**src/rtl/spi_target_pkg.sv**
```systemverilog
// Shared types and helpers for the SPI target link and its sub-blocks.
package spi_target_pkg;

  localparam int SYNC_STAGES = 2;

  typedef enum logic {
    IDLE   = 1'b0,
    ACTIVE = 1'b1
  } link_state_e;

  // Picks the bit that leaves a shifter first for the configured bit order.
  function automatic logic bit_order_sel(input logic lsb_first, input logic msb_bit,
                                         input logic lsb_bit);
    return lsb_first ? lsb_bit : msb_bit;
  endfunction

endpackage

```
**src/rtl/spi_target_fifo.sv**
```systemverilog
// Synchronous first-word-fall-through FIFO; head data is presented whenever not empty.
module spi_target_fifo #(
  parameter int WIDTH = 8,
  parameter int DEPTH = 4
) (
  input  logic                     clk_i,
  input  logic                     rst_i,
  input  logic                     push_i,
  input  logic [WIDTH-1:0]         push_data_i,
  input  logic                     pop_i,
  output logic [WIDTH-1:0]         pop_data_o,
  output logic                     full_o,
  output logic                     empty_o,
  output logic [$clog2(DEPTH):0]   level_o
);

  localparam int AW = $clog2(DEPTH);

  logic [WIDTH-1:0] r_mem [DEPTH];
  logic [AW-1:0]    r_wr_ptr;
  logic [AW-1:0]    r_rd_ptr;
  logic [AW:0]      r_level;
  logic             w_push;
  logic             w_pop;

  assign empty_o    = (r_level == '0);
  assign full_o     = (r_level == (AW+1)'(DEPTH));
  assign level_o    = r_level;
  assign pop_data_o = empty_o ? '0 : r_mem[r_rd_ptr];

  // A push into a full FIFO only lands when the head leaves in the same cycle.
  assign w_pop  = pop_i && !empty_o;
  assign w_push = push_i && (!full_o || w_pop);

  always_ff @(posedge clk_i) begin
    if (rst_i) begin
      r_wr_ptr <= '0;
      r_rd_ptr <= '0;
      r_level  <= '0;
    end else begin
      if (w_push) r_wr_ptr <= r_wr_ptr + AW'(1);
      if (w_pop)  r_rd_ptr <= r_rd_ptr + AW'(1);
      r_level <= r_level + (AW+1)'(w_push) - (AW+1)'(w_pop);
    end
  end

  always_ff @(posedge clk_i) begin
    if (w_push) r_mem[r_wr_ptr] <= push_data_i;
  end

endmodule

```
**src/rtl/spi_target_link.sv**
```systemverilog
// SPI mode-0 target endpoint: oversampled bus front-end, RX FIFO and one-entry TX holding register.
module spi_target_link
  import spi_target_pkg::*;
#(
  parameter int                    CHAR_LEN  = 8,
  parameter int                    RX_DEPTH  = 4,
  parameter bit                    LSB_FIRST = 1'b0,
  parameter logic [CHAR_LEN-1:0]   TX_IDLE   = '1
) (
  input  logic                        clk_i,
  input  logic                        rst_i,
  input  logic                        spi_sclk_i,
  input  logic                        spi_ss_ni,
  input  logic                        spi_sd_i,
  output logic                        spi_sd_o,
  output logic                        spi_sd_oe_o,
  output logic [CHAR_LEN-1:0]         rx_data_o,
  output logic                        rx_valid_o,
  input  logic                        rx_ready_i,
  output logic [$clog2(RX_DEPTH):0]   rx_level_o,
  input  logic [CHAR_LEN-1:0]         tx_data_i,
  input  logic                        tx_valid_i,
  output logic                        tx_ready_o,
  output logic                        overrun_o,
  output logic                        underrun_o,
  output logic                        frame_err_o,
  output link_state_e                 dbg_state_o
);

  localparam int CW = $clog2(CHAR_LEN);

  // Handshakes: a word moves when valid && ready in the same clk_i cycle; valid never waits on ready.
  logic [SYNC_STAGES-1:0] r_sclk_sync, r_ss_sync, r_sd_sync;
  logic                   r_sclk_hist, r_ss_hist;
  link_state_e            r_state, w_state_nxt;
  logic [CW-1:0]          r_bit_cnt;
  logic [CHAR_LEN-1:0]    r_rx, r_tx, r_hold;
  logic                   r_hold_valid, r_oe;
  logic                   r_overrun, r_underrun, r_frame_err;
  logic                   w_sclk_rise, w_sclk_fall, w_ss_rise, w_ss_fall, w_sd;
  logic                   w_start, w_stop, w_rise, w_fall, w_char_done, w_load, w_shift;
  logic                   w_pop, w_push, w_full, w_empty, w_overrun, w_underrun;
  logic [CHAR_LEN-1:0]    w_rx_next, w_load_word;

  // Synchronisers reset to "low" so a select held low across reset is not taken as a new fall.
  always_ff @(posedge clk_i) begin
    if (rst_i) begin
      r_sclk_sync <= '0;
      r_ss_sync   <= '0;
      r_sd_sync   <= '0;
      r_sclk_hist <= 1'b0;
      r_ss_hist   <= 1'b0;
    end else begin
      r_sclk_sync <= {r_sclk_sync[SYNC_STAGES-2:0], spi_sclk_i};
      r_ss_sync   <= {r_ss_sync[SYNC_STAGES-2:0], spi_ss_ni};
      r_sd_sync   <= {r_sd_sync[SYNC_STAGES-2:0], spi_sd_i};
      r_sclk_hist <= r_sclk_sync[SYNC_STAGES-1];
      r_ss_hist   <= r_ss_sync[SYNC_STAGES-1];
    end
  end

  assign w_sclk_rise = r_sclk_sync[SYNC_STAGES-1] && !r_sclk_hist;
  assign w_sclk_fall = !r_sclk_sync[SYNC_STAGES-1] && r_sclk_hist;
  assign w_ss_rise   = r_ss_sync[SYNC_STAGES-1] && !r_ss_hist;
  assign w_ss_fall   = !r_ss_sync[SYNC_STAGES-1] && r_ss_hist;
  assign w_sd        = r_sd_sync[SYNC_STAGES-1];

  always_ff @(posedge clk_i) begin
    if (rst_i) r_state <= IDLE;
    else       r_state <= w_state_nxt;
  end

  always_comb begin
    w_state_nxt = r_state;
    case (r_state)
      IDLE:    if (w_ss_fall) w_state_nxt = ACTIVE;
      ACTIVE:  if (w_ss_rise) w_state_nxt = IDLE;
      default: w_state_nxt = IDLE;
    endcase
  end

  assign w_start     = (r_state == IDLE) && w_ss_fall;
  assign w_stop      = (r_state == ACTIVE) && w_ss_rise;
  assign w_rise      = (r_state == ACTIVE) && w_sclk_rise && !w_ss_rise;
  assign w_fall      = (r_state == ACTIVE) && w_sclk_fall && !w_ss_rise;
  assign w_char_done = w_rise && (r_bit_cnt == CW'(CHAR_LEN-1));
  // A fall at bit_cnt==0 is a character boundary: the next word replaces the shifter.
  assign w_load      = w_start || (w_fall && (r_bit_cnt == '0));
  assign w_shift     = w_fall && (r_bit_cnt != '0);
  assign w_load_word = r_hold_valid ? r_hold : TX_IDLE;
  assign w_underrun  = w_load && !r_hold_valid;

  assign w_rx_next = LSB_FIRST ? ((r_rx >> 1) | {w_sd, {(CHAR_LEN-1){1'b0}}})
                               : ((r_rx << 1) | {{(CHAR_LEN-1){1'b0}}, w_sd});

  assign w_pop     = rx_valid_o && rx_ready_i;
  assign w_push    = w_char_done && (!w_full || w_pop);
  assign w_overrun = w_char_done && w_full && !w_pop;

  always_ff @(posedge clk_i) begin
    if (rst_i) begin
      r_bit_cnt    <= '0;
      r_rx         <= '0;
      r_tx         <= '0;
      r_hold       <= '0;
      r_hold_valid <= 1'b0;
      r_oe         <= 1'b0;
      r_overrun    <= 1'b0;
      r_underrun   <= 1'b0;
      r_frame_err  <= 1'b0;
    end else begin
      r_overrun   <= w_overrun;
      r_underrun  <= w_underrun;
      r_frame_err <= w_stop && (r_bit_cnt != '0);
      if (w_start)     r_oe <= 1'b1;
      else if (w_stop) r_oe <= 1'b0;
      if (w_stop)           r_bit_cnt <= '0;
      else if (w_char_done) r_bit_cnt <= '0;
      else if (w_rise)      r_bit_cnt <= r_bit_cnt + CW'(1);
      if (w_rise) r_rx <= w_rx_next;
      if (w_load)       r_tx <= w_load_word;
      else if (w_shift) r_tx <= LSB_FIRST ? (r_tx >> 1) : (r_tx << 1);
      // A write arriving with a load from an empty register lands after that load.
      if (w_load) r_hold_valid <= 1'b0;
      if (tx_valid_i && !r_hold_valid) begin
        r_hold_valid <= 1'b1;
        r_hold       <= tx_data_i;
      end
    end
  end

  spi_target_fifo #(
    .WIDTH (CHAR_LEN),
    .DEPTH (RX_DEPTH)
  ) u_rx_fifo (
    .clk_i       (clk_i),
    .rst_i       (rst_i),
    .push_i      (w_push),
    .push_data_i (w_rx_next),
    .pop_i       (w_pop),
    .pop_data_o  (rx_data_o),
    .full_o      (w_full),
    .empty_o     (w_empty),
    .level_o     (rx_level_o)
  );

  assign rx_valid_o  = !w_empty;
  assign tx_ready_o  = !r_hold_valid;
  assign spi_sd_oe_o = r_oe;
  assign spi_sd_o    = r_oe && bit_order_sel(LSB_FIRST, r_tx[CHAR_LEN-1], r_tx[0]);
  assign overrun_o   = r_overrun;
  assign underrun_o  = r_underrun;
  assign frame_err_o = r_frame_err;
  assign dbg_state_o = r_state;

endmodule

```
**config.mk**
```make
export PLATFORM = sky130hd
export DESIGN_NAME = spi_target_link
export DESIGN_NICKNAME = d
export VERILOG_FILES = /design/src/rtl/spi_target_pkg.sv /design/src/rtl/spi_target_fifo.sv /design/src/rtl/spi_target_link.sv
export SDC_FILE = /design/constraint.sdc
export NUM_CORES = 1
export LEC_CHECK = 0
export ABC_AREA = 1
export CAP_MARGIN = 0
export CORE_AREA = 2 2 90 92
export CTS_BUF_LIST = sky130_fd_sc_hd__clkbuf_4
export DETAILED_ROUTE_END_ITERATION = 10
export DIE_AREA = 0 0 92 94
export GPL_TIMING_DRIVEN = 0
export HOLD_SLACK_MARGIN = 0.1
export PLACE_DENSITY = 0.65
export SETUP_SLACK_MARGIN = 0.15
export SYNTH_ARGS = -nofsm -noshare
export SYNTH_HDL_FRONTEND = slang
export SYNTH_SLANG_ARGS = --single-unit
```
**constraint.sdc**
```tcl
create_clock -name clk_i -period 1.8 [get_ports clk_i]
set_input_delay 0.27 -clock clk_i [delete_from_list [all_inputs] [get_ports clk_i]]
set_output_delay 0.27 -clock clk_i [all_outputs]
set_load 0.02 [all_outputs]
```
==> impl_metrics.py, run 1 <==
metrics = {
    "grt": {
        "grt_pass1_vias": 2456,
        "met1_usage_pct": 19.0,
        "antenna_found_initial": 0,
        "grt_pass1_wl_um": 11100,
        "top_usage_layer": "met2",
        "grt_max_degree": 17,
        "use_met3_pct": 2.73,
        "grt_overflow": 0,
        "met2_usage_pct": 29.1,
        "grt_usage_pct": 16.4,
    },
    "min_path": {
        "hold_end": "r_hold_valid",
        "worstHoldPathCells": 2,
        "hold_start": "rst_i",
        "hold_path.class": "input pin to register",
    },
    "die": {
        "start_util_pct": 44.0,
        "die_y_um": 94,
        "fp-row-count": 32,
        "dieArea_um2": 8650,
        "die_w_um": 92,
        "num_io_pins": 34,
        "core-area_um2": 7610,
    },
    "cells_and_area": {
        "drive_gt1_share_pct": 22.8,
        "nets": 454,
        "area_growth_pct": 25.3,
        "nFillCells": 736,
        "final_util_pct": 55.1,
        "num_antenna_cells": 0,
    },
    "logic_synthesis": {
        "yosysTopAreaCell": "dfxtp_1",
        "synthTopCellsByArea": "dfxtp_1 (29%), edfxtp_1 (29%), nor2_1 (11%)",
        "syn_area_um2": 3350,
        "ys_seq_area_share_pct": 58.0,
        "synth_top_area_share_pct": 29.3,
        "avgSynthCellArea_um2": 8.97,
        "synth_cell_types": 26,
        "ys_ff_latch": 81,
        "async_flop_share_pct": 0,
        "synth_edf_count": 32,
        "synth_flop_cell": "dfxtp_1",
        "synthesis.nets": 398,
        "synth_most_common_cell": "nor2_1",
        "synth_cells": 373,
        "synthTopCellsByCount": "nor2_1 (98), dfxtp_1 (49), o21ai_0 (39), inv_1 (38), nand2_1 (37)",
        "ys_warn_count": 0,
    },
    "detailed_routing": {
        "dr.pass1.iters": 4,
        "drt_iter0_markers": 107,
        "ant_nets": 0,
        "drc": 0,
        "drt-total-wl_um": 6450,
        "vias": 2540,
        "wire_per_inst_um": 12.0,
        "post_drt_via_cell_ratio": 4.74,
    },
    "critical_path": {
        "rrSetupSlack_ns": -0.04,
        "cp_data_required_time_ns": 1.53,
        "critical_path.slowest_cell": "dfxtp_2",
        "rr_worst_depth": 10,
        "max_stage_delay_ns": 0.35,
        "path_cells": "buf_6, buf_6, nor2_2, nor2_2, o21ai_1, a21oi_1, buf_4",
        "critical_path.startpoint_type": "register",
        "crit_path_end_kind": "output port",
        "regToRegStartpoint": "u_rx_fifo.level_o[0]",
        "r2r_end": "u_rx_fifo.level_o[1]",
        "cp_max_fo": 8,
        "worstPathArrival_ns": 1.59,
        "criticalPathCategory": "register to output port",
    },
    "sta": {
        "worst_slack_ns": -0.0574,
        "slew_headroom_pct": 71.7,
        "tightest_slew_ns": 0.425,
        "finalHoldViolCount": 0,
        "fmax_mhz": 538,
        "fin_crit_sh_pct": 103,
        "fin_crit_ns": 1.86,
        "rsz0062_at_grt": "true",
        "setup_viol": 9,
        "clock_skew_ns": 0.0168,
        "maxSlewViolCount": 0,
    },
    "run_status": {
        "outcome": "finished, violations left",
        "violations": "setup timing",
    },
    "placed_design": {
        "portBuffers": 32,
        "gp_congestion": 0.835,
        "dpl.hpwl_um": 4420,
    },
    "power": {
        "finalPower_mw": 4.42,
        "power_density_nw_per_um2": 1050,
        "ir_worst_vdd_mv": 0.478,
        "leakagePower_nw": 1.80,
    },
    "clock_tree": {
        "clk_latency_ns": 0.43,
        "clk_pin_slew_ns": 0.13,
        "root_buffer": "clkbuf_4",
        "cts.sinks": 81,
        "cts_tree": "yes",
        "htree_levels": 3,
        "cts.path.max_buffers": 2,
        "numCtsBuffers": 9,
        "cts.hold.buffers_added": 0,
    },
    "run": {
        "drv_cap": 0,
    },
}
[registers in the layout, summed over array words and instances, names as in the netlist, 2 cells and up, named ones only]
| name | cells |
|---|---|
| r_bit_cnt | 3 |
| r_sclk_sync | 2 |
| r_tx | 8 |
| u_rx_fifo.r_mem | 32 |
| r_hold | 8 |
| u_rx_fifo.level_o | 3 |
| u_rx_fifo.r_rd_ptr | 2 |
| r_sd_sync | 2 |
| u_rx_fifo.r_wr_ptr | 2 |
| r_ss_sync | 2 |
| r_rx | 7 |
[metrics by stage]
step           setup WS [ns]  hold WS, ns  area (µm²)  instances  TNS [ns]
2_1_floorplan        -0.0260        0.377        3400        373   -0.0260
3_3_place_gp          -0.331        0.394        3850        507    -12.09
3_5_place_dp          -0.327        0.398        3850        507    -12.80
4_1_cts              -0.0902        0.130        4100        530    -0.490
5_1_grt               -0.191        0.150        4190        536     -1.64
6_report             -0.0574        0.147        4190        536    -0.272
[metal layers]
layer  vias to the layer above  wire length, µm  part of all wire [%]
met5                         -                0                     0
li1                       1312                -                     -
met1                      1160             2840                    44
met4                         0              139                   2.2
met2                        56             3220                    50
met3                        12              244                   3.8
[report_power, final]
part | switching, mW | leakage, nW | internal [mW]
registers | 0.0654 | 0.748 | 1.99
clock network | 0.667 | 0.0834 | 0.452
logic | 0.729 | 0.972 | 0.518
[worst max-delay path: cells and delay by family, from the launching register on]
kind | cells | cell delay, ns
buffers and inverters | 3 | 0.44
AND/OR/NAND/NOR | 2 | 0.14
AO/OA/AOI/OAI | 2 | 0.25
flip-flops | 1 | 0.35
[cell families (layout without fill, tap and decap cells)]
kind of cell               count (synthesis)  after routing  synth area share (%)
AOI/OAI and AO/OA                         60             60                  8.97
adders and majority gates                 10             10                  3.96
xor gates and xnor gates                   2              2                 0.523
DFF                                       81             81                  58.0
and+or+nand+nor                          167            167                  21.8
buffers and inverters                     53            114                  6.69
[cell type report]
| type | count | area (µm²) | area share, % |
|---|---|---|---|
| flip-flops and latches | 81 | 1960 | 46.7 |
| multi-input cells | 239 | 1310 | 31.2 |
| repair buffers | 45 | 388 | 9.25 |
| inverters | 42 | 164 | 3.91 |
| well taps | 102 | 128 | 3.04 |
| plain buffers | 11 | 95.1 | 2.27 |
| clock inverters | 7 | 85.1 | 2.03 |
| clock buffers | 9 | 67.6 | 1.61 |
[repair_timing]
item | 4_1_cts | 5_1_grt
pin swaps | 9 | 17
gates resized for setup | 80 | 26
gates cloned | 1 | 0
hold endpoints to repair | 0 | 0
setup buffers | 6 | 6
endpoints found under the setup margin | 53 | 51
[cell usage in the layout, fill, tap and decap left out, types with 10 or more instances in the layout]
| master | count |
|---|---|
| clkdlybuf4s50_1 | 13 |
| dfxtp_1 | 40 |
| a21oi_1 | 19 |
| nand3_1 | 14 |
| edfxtp_1 | 32 |
| nand2_1 | 33 |
| nor2_1 | 87 |
| inv_1 | 34 |
| o21ai_0 | 30 |
| buf_4 | 19 |
| dlygate4sd2_1 | 10 |
[worst max-delay path by stage]
stage | startpoint | to | cells after the start
after detailed placement | rx_ready_i | u_rx_fifo.r_mem[2][3] | 5
after floorplan | u_rx_fifo.level_o[1] | u_rx_fifo.level_o[1] | 10
after global placement | register | rx_data_o[1] | 6
final | register | rx_data_o[6] | 7
after CTS | register | rx_data_o[1] | 6
after global routing | register | rx_data_o[6] | 7
Power figures use the tool's default switching activity.
==> run 2, diff against run 1 <==
--- a/config.mk
+++ b/config.mk
@@ -7,13 +7,15 @@
 export LEC_CHECK = 0
 export ABC_AREA = 1
 export CAP_MARGIN = 0
-export CORE_AREA = 2 2 90 92
+export CELL_PAD_IN_SITES_DETAIL_PLACEMENT = 1
+export CELL_PAD_IN_SITES_GLOBAL_PLACEMENT = 1
+export CORE_AREA = 2 2 95 97
 export CTS_BUF_LIST = sky130_fd_sc_hd__clkbuf_4
 export DETAILED_ROUTE_END_ITERATION = 10
-export DIE_AREA = 0 0 92 94
+export DIE_AREA = 0 0 97 99
 export GPL_TIMING_DRIVEN = 0
 export HOLD_SLACK_MARGIN = 0.1
-export PLACE_DENSITY = 0.65
+export PLACE_DENSITY = 0.75
 export SETUP_SLACK_MARGIN = 0.15
 export SYNTH_ARGS = -nofsm -noshare
 export SYNTH_HDL_FRONTEND = slang
==> impl_metrics.py, run 2 (same netlist as run 1, synthesis figures left out) <==
metrics = {
    "run_status": {
        "outcome": "finished, violations left",
        "violations": "setup timing",
    },
    "critical_path": {
        "critPathTopFamily": "buffers and inverters",
        "path_cells": "buf_6, clkinvlp_4, buf_6, nor2_4, o21ai_2, a21oi_2, buf_6",
        "critical_path.slowest_cell": "dfxtp_2",
        "critical_path.startpoint_type": "register",
        "worstPathArrival_ns": 1.65,
        "crit_path_end_kind": "output port",
        "rr_worst_depth": 10,
        "regToRegStartpoint": "u_rx_fifo.level_o[1]",
        "criticalPathCategory": "register to output port",
        "r2r_end": "u_rx_fifo.level_o[1]",
        "cp_max_fo": 4,
        "rrSetupSlack_ns": -0.05,
        "cp_data_required_time_ns": 1.53,
        "critPathBufInv": 4,
        "max_stage_delay_ns": 0.35,
        "crit_top_cell": "buf_6",
    },
    "clock_tree": {
        "htree_levels": 3,
        "clk_pin_slew_ns": 0.14,
        "root_buffer": "clkbuf_4",
        "clk_latency_ns": 0.45,
        "cts.path.max_buffers": 2,
        "cts_tree": "yes",
        "numCtsBuffers": 9,
        "cts.sinks": 81,
        "cts.hold.buffers_added": 0,
    },
    "detailed_routing": {
        "drt-total-wl_um": 8310,
        "post_drt_via_cell_ratio": 4.83,
        "dr.pass1.iters": 4,
        "ant_nets": 0,
        "wire_per_inst_um": 15.2,
        "drc": 0,
        "drt_iter0_markers": 41,
        "vias": 2635,
    },
    "cells_and_area": {
        "largestRegisters": "u_rx_fifo.r_mem (32), r_hold (8), r_tx (8)",
        "drive_gt1_share_pct": 27.9,
        "nets": 458,
        "largest-register": "u_rx_fifo.r_mem",
        "num_antenna_cells": 0,
        "final_cell_mix": "nor2_1 (77), dfxtp_1 (42), nand2_1 (34), edfxtp_1 (32), inv_1 (30)",
        "layout.cells.non_filler": 546,
        "area_growth_pct": 31.4,
        "largest_register_ffs": 32,
        "layout_commonest_cell": "nor2_1",
        "final_util_pct": 51.4,
    },
    "sta": {
        "worst_slack_ns": -0.117,
        "rsz0062_at_grt": "true",
        "tightest_slew_ns": 0.451,
        "finalHoldViolCount": 0,
        "fin_crit_sh_pct": 107,
        "setup_viol": 9,
        "maxSlewViolCount": 0,
        "slew_headroom_pct": 69.9,
        "setup_tns_ns": -0.635,
        "hold-worst-slack_ns": 0.122,
        "fin_crit_ns": 1.92,
        "fmax_mhz": 522,
        "clock_skew_ns": 0.0167,
    },
    "min_path": {
        "worstHoldPathCells": 2,
        "hold_end": "r_tx[0]",
        "hold_start": "rst_i",
        "hold_path.class": "input pin to register",
    },
    "placed_design": {
        "gp_congestion": 0.779,
        "portBuffers": 32,
        "dpl.hpwl_um": 5170,
        "place_ws_ns": -0.424,
        "dp_cells": 513,
    },
    "power": {
        "leakagePower_nw": 1.85,
        "power_density_nw_per_um2": 1120,
        "ir_worst_vdd_mv": 0.422,
    },
    "die": {
        "die_w_um": 97,
        "start_util_pct": 39.1,
        "num_io_pins": 34,
        "core-area_um2": 8550,
        "dieArea_um2": 9600,
        "fp-row-count": 34,
        "die_y_um": 99,
    },
    "run": {
        "drv_cap": 0,
    },
    "grt": {
        "grt_usage_pct": 17.8,
        "grt_overflow": 0,
        "antenna_found_initial": 0,
        "grt_pass1_vias": 2803,
        "grt_pass1_wl_um": 13300,
        "grt_max_degree": 17,
    },
}
run 2: layout make-up:
class	count	area, µm²
clock buffers	9	67.6
well taps	108	135
flip-flops and latches	81	1960
clock inverters	7	83.8
fillers	977	4150
multi-input cells	239	1380
inverters	42	173
repair buffers	49	487
plain buffers	11	114
run 2: through the flow:
step	power, mW	cell area (µm²)
after floorplan	2.84	3400
after global placement	3.26	3850
after detailed placement	3.31	3850
after CTS	4.69	4200
after global routing	5.18	4400
final	4.91	4400
run 2: worst max path at each step:
stage | from | to | cells after the start
global placement | register | rx_data_o[6] | 6
finish | register | rx_data_o[6] | 7
floorplan | u_rx_fifo.level_o[1] | u_rx_fifo.level_o[1] | 10
detailed placement | register | rx_data_o[5] | 6
CTS | register | rx_data_o[1] | 7
global route | register | rx_data_o[4] | 7
run 2: report_power, final:
part	switching [mW]	total, mW	internal (mW)
registers	0.0708	2.07	1.99
clock network	0.722	1.17	0.453
logic	0.952	1.67	0.715
total	1.74	4.91	3.16
run 2: what timing repair did:
action	CTS	global route
endpoints found under the setup margin	61	52
setup buffers	10	6
pin swaps	12	22
resized for setup	99	49
gates cloned	1	0
run 2: layer usage:
metal  up-vias  track usage [%]  wire (µm)
met5         -                0          0
met4         0             7.15        156
met3        15             3.69        182
met2        33             34.1       4600
met1      1262             19.1       3370
li1       1325                -          -
